`src/rtl/jk_pkg.sv`:
```
// Shared encodings for the JK bank writer: FSM states and operation codes.
package jk_pkg;

    typedef enum logic [2:0] {
        IDLE  = 3'd0,
        DRIVE = 3'd1,
        CHECK = 3'd2,
        DONE  = 3'd3,
        ERR   = 3'd4
    } state_t;

    localparam logic OP_WRITE  = 1'b0;
    localparam logic OP_TOGGLE = 1'b1;

    function automatic logic state_is_busy(input state_t s);
        return (s != IDLE);
    endfunction

endpackage

```
`src/rtl/jk_bank_writer_if.sv`:
```
// Request/response and J/K/Q signals between the writer and its JK bank.
interface jk_bank_writer_if #(
    parameter int WIDTH = 4
);
    logic             start;
    logic             op;
    logic [WIDTH-1:0] target;
    logic [WIDTH-1:0] q_in;
    logic [WIDTH-1:0] j;
    logic [WIDTH-1:0] k;
    logic             busy;
    logic             done;
    logic             error;

    modport master (
        input  start, op, target, q_in,
        output j, k, busy, done, error
    );

    modport slave (
        output start, op, target, q_in,
        input  j, k, busy, done, error
    );
endinterface

```
`src/rtl/jk_excite.sv`:
```
// Combinational JK excitation: explicit set/reset per bit for write, J=K=mask for toggle.
module jk_excite
    import jk_pkg::*;
#(
    parameter int WIDTH = 4
) (
    input  logic             i_op,
    input  logic [WIDTH-1:0] i_expected,
    input  logic [WIDTH-1:0] i_mask,
    output logic [WIDTH-1:0] o_j,
    output logic [WIDTH-1:0] o_k
);

    genvar gi;
    generate
        for (gi = 0; gi < WIDTH; gi++) begin : g_bit
            assign o_j[gi] = (i_op == OP_TOGGLE) ? i_mask[gi] :  i_expected[gi];
            assign o_k[gi] = (i_op == OP_TOGGLE) ? i_mask[gi] : ~i_expected[gi];
        end
    endgenerate

endmodule

```
`src/rtl/jk_bank_writer.sv`:
```
// Drives a JK flip-flop bank to a target word (write) or toggles masked bits,
// then verifies the bank's Q outputs and reports done or error.
module jk_bank_writer
    import jk_pkg::*;
#(
    parameter int WIDTH     = 4,
    parameter int MAX_RETRY = 3
) (
    input  logic              clk,
    input  logic              clear,
    jk_bank_writer_if.master  bus
);

    localparam logic [3:0] RETRY_LAST = 4'(MAX_RETRY - 1);

    state_t           r_state;
    state_t           w_state_next;
    logic             r_op;
    logic             w_op_next;
    logic [WIDTH-1:0] r_exp;
    logic [WIDTH-1:0] w_exp_next;
    logic [WIDTH-1:0] r_mask;
    logic [WIDTH-1:0] w_mask_next;
    logic [3:0]       r_retry;
    logic [3:0]       w_retry_next;

    logic [WIDTH-1:0] r_j;
    logic [WIDTH-1:0] r_k;
    logic             r_busy;
    logic             r_done;
    logic             r_error;
    logic [WIDTH-1:0] w_j;
    logic [WIDTH-1:0] w_k;

    always_comb begin
        w_state_next = r_state;
        w_op_next    = r_op;
        w_exp_next   = r_exp;
        w_mask_next  = r_mask;
        w_retry_next = r_retry;
        case (r_state)
            IDLE: begin
                if (bus.start) begin
                    w_op_next    = bus.op;
                    w_mask_next  = bus.target;
                    // Toggle's expected result is taken from the bank as it stands at the start edge
                    w_exp_next   = (bus.op == OP_WRITE) ? bus.target : (bus.q_in ^ bus.target);
                    w_retry_next = 4'd0;
                    w_state_next = DRIVE;
                end
            end
            DRIVE: w_state_next = CHECK;
            CHECK: begin
                if (bus.q_in == r_exp) begin
                    w_state_next = DONE;
                end else if ((r_op == OP_WRITE) && (r_retry < RETRY_LAST)) begin
                    w_retry_next = r_retry + 4'd1;
                    w_state_next = DRIVE;
                end else begin
                    // Toggle is never retried: a second drive would flip the bits back
                    w_state_next = ERR;
                end
            end
            DONE:    w_state_next = IDLE;
            ERR:     w_state_next = IDLE;
            default: w_state_next = IDLE;
        endcase
    end

    // Excitation is computed from next-cycle values so j/k are registered alongside the DRIVE state
    jk_excite #(
        .WIDTH (WIDTH)
    ) u_excite (
        .i_op       (w_op_next),
        .i_expected (w_exp_next),
        .i_mask     (w_mask_next),
        .o_j        (w_j),
        .o_k        (w_k)
    );

    always_ff @(posedge clk or posedge clear) begin
        if (clear) begin
            r_state <= IDLE;
            r_op    <= OP_WRITE;
            r_exp   <= '0;
            r_mask  <= '0;
            r_retry <= 4'd0;
            r_j     <= '0;
            r_k     <= '0;
            r_busy  <= 1'b0;
            r_done  <= 1'b0;
            r_error <= 1'b0;
        end else begin
            r_state <= w_state_next;
            r_op    <= w_op_next;
            r_exp   <= w_exp_next;
            r_mask  <= w_mask_next;
            r_retry <= w_retry_next;
            r_j     <= (w_state_next == DRIVE) ? w_j : '0;
            r_k     <= (w_state_next == DRIVE) ? w_k : '0;
            r_busy  <= state_is_busy(w_state_next);
            r_done  <= (w_state_next == DONE);
            r_error <= (w_state_next == ERR);
        end
    end

    assign bus.j     = r_j;
    assign bus.k     = r_k;
    assign bus.busy  = r_busy;
    assign bus.done  = r_done;
    assign bus.error = r_error;

endmodule
```
`src/flat_wrapper.sv`:
```
// flat-port wrapper written by rule: the top's interface ports become plain ports
module jk_bank_writer_flat import jk_pkg::*;
#(
    parameter int WIDTH     = 4,
    parameter int MAX_RETRY = 3
)
  (clk, clear, bus_start, bus_op, bus_target, bus_q_in, bus_j, bus_k, bus_busy, bus_done, bus_error);
  jk_bank_writer_if #(.WIDTH(WIDTH)) bus_i ();
  input  logic clk;
  input  logic clear;
  input wire logic [$bits(bus_i.start)-1:0] bus_start;
  input wire logic [$bits(bus_i.op)-1:0] bus_op;
  input wire logic [$bits(bus_i.target)-1:0] bus_target;
  input wire logic [$bits(bus_i.q_in)-1:0] bus_q_in;
  output wire logic [$bits(bus_i.j)-1:0] bus_j;
  output wire logic [$bits(bus_i.k)-1:0] bus_k;
  output wire logic [$bits(bus_i.busy)-1:0] bus_busy;
  output wire logic [$bits(bus_i.done)-1:0] bus_done;
  output wire logic [$bits(bus_i.error)-1:0] bus_error;
  assign bus_i.start = bus_start;
  assign bus_i.op = bus_op;
  assign bus_i.target = bus_target;
  assign bus_i.q_in = bus_q_in;
  assign bus_j = bus_i.j;
  assign bus_k = bus_i.k;
  assign bus_busy = bus_i.busy;
  assign bus_done = bus_i.done;
  assign bus_error = bus_i.error;
  jk_bank_writer #(.WIDTH(WIDTH), .MAX_RETRY(MAX_RETRY)) u_core (.clk(clk), .clear(clear), .bus(bus_i));
endmodule
```
`config.mk`:
```
export PLATFORM = sky130hd
export DESIGN_NAME = jk_bank_writer_flat
export DESIGN_NICKNAME = d
export VERILOG_FILES = /design/src/rtl/jk_pkg.sv /design/src/rtl/jk_bank_writer_if.sv /design/src/rtl/jk_excite.sv /design/src/rtl/jk_bank_writer.sv /design/src/flat_wrapper.sv
export SDC_FILE = /design/constraint.sdc
export NUM_CORES = 1
export LEC_CHECK = 0
export ABC_AREA = 1
export ABC_CLOCK_PERIOD_IN_PS = 3200
export CAP_MARGIN = 25
export CORE_MARGIN = 2
export CORE_UTILIZATION = 45
export CTS_CLUSTER_SIZE = 12
export DETAILED_ROUTE_END_ITERATION = 7
export PLACE_DENSITY = 0.74
export SLEW_MARGIN = 10
export SYNTH_ARGS = -nofsm -noshare
export SYNTH_HDL_FRONTEND = slang
export SYNTH_SLANG_ARGS = --single-unit
```
`constraint.sdc`:
```
create_clock -name clk -period 3.2 [get_ports clk]
set_input_delay 0.32 -clock clk [delete_from_list [all_inputs] [get_ports clk]]
set_output_delay 0.32 -clock clk [all_outputs]
set_load 0.01 [all_outputs]
```
# --- After elaboration in Yosys (flattened, before gate mapping) ---
# Cells that the tools add are included.
# Widths: inputs -> output; s select.
op_classes:
  reduce_logical: 5
  muxes: 25
  order_cmp: 1
  addsub: 1
  bitwise_logic: 6
  eq_ne: 9
op_table:
  columns: ["op", "count"]
  rows:
  - ["$mux 4", 10]
  - ["$mux 1", 10]
  - ["$mux 3", 3]
  - ["$pmux 3 s3", 1]
  - ["$pmux 4 s2", 1]
  - ["$eq 3x1->1 const B", 2]
  - ["$eq 3x2->1 const B", 2]
  - ["$not 1->1", 5]
  - ["$add 4x1->4 const B", 1]
  - ["$eq 4x4->1", 1]
  - ["$lt 4x2->1 const B", 1]
  - ["$ne 2x2->1 const B", 2]
  - ["$reduce_and 4->1", 1]
  - ["$xor 4x4->4", 1]
  - ["$eq 3x3->1 const B", 1]
  - ["$logic_not 3->1", 1]
  - ["$reduce_bool 3->1", 1]
  - ["$ne 2x1->1 const B", 1]
  - ["$reduce_bool 2->1", 1]
  - ["$logic_and 1x1->1", 1]
totals:
  ff_bits: 27
  output_inout_bits: 11
  elab_cells: 57
  input_bits: 12

# --- Depth between registers and ports, before layout ---
depth:
  ltp_word: 7
  ltp_mapped: 9

# --- Cells and area by module ---
# From an unflattened synthesis, not the netlist that was laid out.
hier_totals:
  cells_unflattened: 158
  area_unflattened_um2: 1310.0
modules_own_cells:
  columns: ["mod", "cells_each", "area_per_inst_um2", "n_inst"]
  rows:
  - ["jk_bank_writer", 140, 1229.9, 1]
  - ["jk_excite", 18, 80.1, 1]

# --- Worst setup path after synthesis ---
# No wires, ideal clock.
synth_path:
  path_type: "register to register"
  startpoint: "reg u_core.r_state[0]"
  endpoint: "reg u_core.r_retry[0]"
  setup_time_ns: 0.116
  arrival_time_ns: 1.142
  path_buffers: 1
  path_stages_with_launch: 8
  slack_ns: 1.942
  t_required_ns: 3.084
  cell_sequence: "dfrtp_1 nor2_4 nand2_4 o21ai_4 nand2_2 buf_6 nand2_1 nand2_1"
synth_via:
  elab_chain_len: 3
  elab_cells_between_ends: 8
  cone_classes: "eq/ne: 4; mux: 1; reduce/logical: 3"
synth_lines:
  columns: ["item", "line", "source"]
  rows:
  - ["start, declared", "jk_bank_writer.sv:16", "state_t r_state;"]
  - ["start signal, assigned", "jk_bank_writer.sv:94", "r_state <= w_state_next;"]
  - ["$eq 3x2->1 or $logic_not 3->1 (tied branches)", "jk_bank_writer.sv:41", "case (r_state)"]
  - ["$ne 2x2->1 (no source line), or another cell as far along", null, null]
  - ["$reduce_and 4->1 (no source line)", null, null]
  - ["end signal, assigned", "jk_bank_writer.sv:98", "r_retry <= w_retry_next;"]
  - ["end, declared", "jk_bank_writer.sv:24", "logic [3:0] r_retry;"]
# Parallel ways exist; a longest one is shown, timed or not.
# A chain may end at the register's enable or synchronous reset.

# --- Worst setup path in the final report ---
layout_path:
  startpoint: "reg u_core.r_state[1]"
  endpoint: "reg u_core.r_j[0], in the netlist u_core.bus.j[0]"
layout_via:
  elab_chain_len: 4
  elab_cells_between_ends: 11
  cone_classes: "eq/ne: 3; mux: 7; reduce/logical: 1"
layout_lines:
  columns: ["item", "line", "source"]
  rows:
  - ["$eq 3x2->1, or another cell as far along", "jk_bank_writer.sv:41", null]
  - ["$pmux 3 s3, or another cell as far along", "jk_bank_writer.sv:41", null]
  - ["$eq 3x1->1 or $mux 1 (tied branches)", "jk_bank_writer.sv:99, jk_excite.sv:17", null]
  - ["$mux 4 *", "jk_bank_writer.sv:99", "r_j <= (w_state_next == DRIVE) ? w_j : '0;"]
  - ["end signal, assigned", "jk_bank_writer.sv:99", null]
  - ["end, declared", "jk_bank_writer.sv:27", "logic [WIDTH-1:0] r_j;"]
# Every way passes the cells marked *; elsewhere a longest branch is shown, timed or not.

==> results.py <==
metrics = {
    "run_status": {
        "outcome": "finished, final reports clean",
    },
    "clock_tree": {
        "root_buffer": "clkbuf_4",
        "cts.htree.levels": 1,
        "cts_resized": 0,
        "cts_buffers": 3,
        "cts_sinks": 27,
        "clk_latency_ns": 0.32,
        "cts_tree": "done",
        "cts_hold_buffers": 0,
        "clockBufferDepth": 2,
        "clk_pin_slew_worst_paths_ns": 0.14,
        "cts_setup_buffers": 0,
    },
    "final_layout": {
        "syn_to_final_growth_pct": 20.8,
        "ff_latch_area_sq_um": 676,
        "layout-drive-gt1-share": 0.0728,
        "n_antenna_cell": 0,
        "fillers": 276,
        "multiInputGateArea_sq_um": 554,
        "fin_nets": 220,
    },
    "detailed_routing": {
        "route.top_layer_used": "met4",
        "dr_total_vias": 1139,
        "met2WireLength_microns": 1190,
        "met3_length_microns": 107,
        "viasPerCell": 4.77,
        "first_pass_iters": 4,
        "wl_met1_microns": 1200,
        "drtAntennaViolNets": 0,
        "wl_per_cell_microns": 10.7,
        "wl_microns": 2560,
        "drt_iter0_markers": 27,
        "drcViolationCount": 0,
    },
    "timing": {
        "final.setup.tns_ns": 0,
        "grt_setup_unrepaired": "no",
        "setup_viol": 0,
        "tightest_slew_ns": 0.643,
        "fin_ws_ns": 1.50,
        "fmax_mhz": 589,
        "post-route-period-util": 0.531,
        "max_slew_margin": 0.570,
        "hold_viol": 0,
        "slew_violations": 0,
        "period_minus_slack_ns": 1.70,
        "clock_skew_ns": 0.00350,
    },
    "logic_synthesis": {
        "syn_area_sq_um": 1380,
        "synthCells": 182,
        "ys_seq_area_frac": 0.489,
        "synth_warnings": 0,
        "yosys_register_bits": 27,
        "ys_types": 21,
        "syn-mean-instance-area_sq_um": 7.59,
        "syn_nets": 195,
    },
    "setup_path": {
        "r2r_slack_ns": 1.50,
        "crit_arrival_ns": 1.92,
        "cp_max_fo": 11,
        "cp-start-kind": "register",
        "worstSetupPathType": "reg2reg",
        "required_ns": 3.42,
        "end_kind": "register",
    },
    "global_route": {
        "grt_first_pass_wirelength_microns": 4260,
        "grt_use_total": 0.166,
        "antenna_found_initial": 0,
        "grt_max_degree": 28,
        "grt_pass1_vias": 1024,
        "overflow": 0,
    },
    "power_and_ir_drop": {
        "pwr-share-seq": 0.389,
        "power_frac_comb": 0.501,
        "p_switching_mw": 0.561,
        "p_leak_nw": 0.946,
        "switching_share": 0.423,
        "p_clk_frac": 0.110,
        "internal-power_mw": 0.766,
        "irDropWorstVdd_v": 0.000472,
        "power_density_nw_per_um2": 795,
    },
    "placement": {
        "place_ws_ns": 1.26,
        "port_buffers": 22,
        "post-dp-hpwl_microns": 1860,
        "gp_congestion": 0.760,
    },
    "die": {
        "io_pins": 23,
        "num_rows": 20,
        "fp.dieH_microns": 59.4,
        "start_util": 0.464,
        "core-area_sq_um": 2980,
        "die_width_microns": 59.4,
        "die_area_sq_um": 3530,
    },
    "hold_path": {
        "holdCritPathClass": "in2async",
    },
    "flow_run": {
        "max_cap_violations": 0,
    },
}
## critical path, cell delays in order (launching register included)
cell and delay, ns:
dfrtp_1 0.46, inv_1 0.09, nand2_1 0.05, nor2_1 0.51
nand3_1 0.18, nand2_1 0.12, nand2_1 0.07, nand2_1 0.07
nor2_1 0.04
## kinds of logic (layout without fill, tap and decap cells)
kind of cell    Yosys count  in the layout  synth area share
compound gates            7              7            0.0362
simple gates            110            110             0.350
fa+ha+maj                 1              1           0.00906
flops                    27             27             0.489
xor+xnor                  1              1           0.00634
buf+inv                  36             60             0.110
## Yosys cell counts (all sizes together)
master	n	share of area
nand3b	1	0.0054
ha	1	0.0091
dfrtp	27	0.49
a31oi	1	0.0045
a21boi	1	0.0054
nand4	1	0.0045
nor2	21	0.068
inv	33	0.090
o21ai	5	0.026
nand2	70	0.20
buf	3	0.020
nand3	17	0.071
xor2	1	0.0063
## stage by stage
step | cells | hold slack [ns] | area (sq um) | total power [mW] | util
final | 239 | 0.293 | 1670 | 1.33 | 0.561
after global placement | 234 | 0.489 | 1620 | 1.17 | 0.542
after CTS | 238 | 0.528 | 1640 | 1.33 | 0.551
after floorplan | 182 | 0.373 | 1380 | 1.01 | -
after global routing | 239 | 0.323 | 1670 | 1.46 | 0.561
after detailed placement | 234 | 0.498 | 1620 | 1.19 | 0.542
## cell usage in the layout, fill, tap and decap left out
cell type	count
nand2_1	66
o21ai_0	4
nor2_2	3
nand2_2	3
clkbuf_4	3
nand2_4	1
inv_2	1
nor2_1	17
clkbuf_1	1
xor2_1	1
a21boi_0	1
buf_16	1
inv_1	32
nand3b_1	1
a31oi_1	1
clkdlybuf4s50_1	22
nand4_1	1
nand3_4	1
dfrtp_1	27
nor2_4	1
ha_1	1
o21ai_4	1
nand3_1	16
## sequential cells by signal, summed over array words and instances (netlist names)
| name | cells |
|---|---|
| u_core.bus.error | 1 |
| u_core.r_mask | 4 |
| u_core.r_exp | 4 |
| u_core.bus.done | 1 |
| u_core.r_op | 1 |
| u_core.bus.k | 4 |
| u_core.r_state | 3 |
| u_core.r_retry | 4 |
| u_core.bus.busy | 1 |
| u_core.bus.j | 4 |
## per-layer routing
layer,GRT usage,vias to the layer above
li1,-,596
met1,0.190,520
met2,0.284,19
met3,0.0306,4
met4,0.101,0
met5,0,-
## power groups by stage
stage,clock (mW),sequential (mW),combinational (mW)
6_report,0.146,0.517,0.665
5_1_grt,0.160,0.530,0.765
4_1_cts,0.149,0.517,0.664
3_5_place_dp,0,0.526,0.660
3_3_place_gp,0,0.521,0.649
2_1_floorplan,0,0.540,0.469
## path summary, 6_finish.rpt
check                             startpoint                end  depth (start not counted)
setup reg to reg           u_core.r_state[1]    u_core.bus.j[0]                          8
min in group clk           u_core.r_retry[1]  u_core.r_retry[1]                          2
max in group asynchronous              clear   u_core.r_mask[0]                          3
setup / recovery           u_core.r_state[1]    u_core.bus.j[0]                          8
hold / removal                         clear    u_core.bus.k[2]                          2
hold reg to reg            u_core.r_retry[1]  u_core.r_retry[1]                          2
## area by class of cell
type,instances,share of cell area
flip-flops and latches,27,0.405
multi-input cells,119,0.332
repair buffers,23,0.148
inverters,33,0.0742
well taps,33,0.0247
clock buffers,4,0.0157
Power figures use the tool's default switching activity.
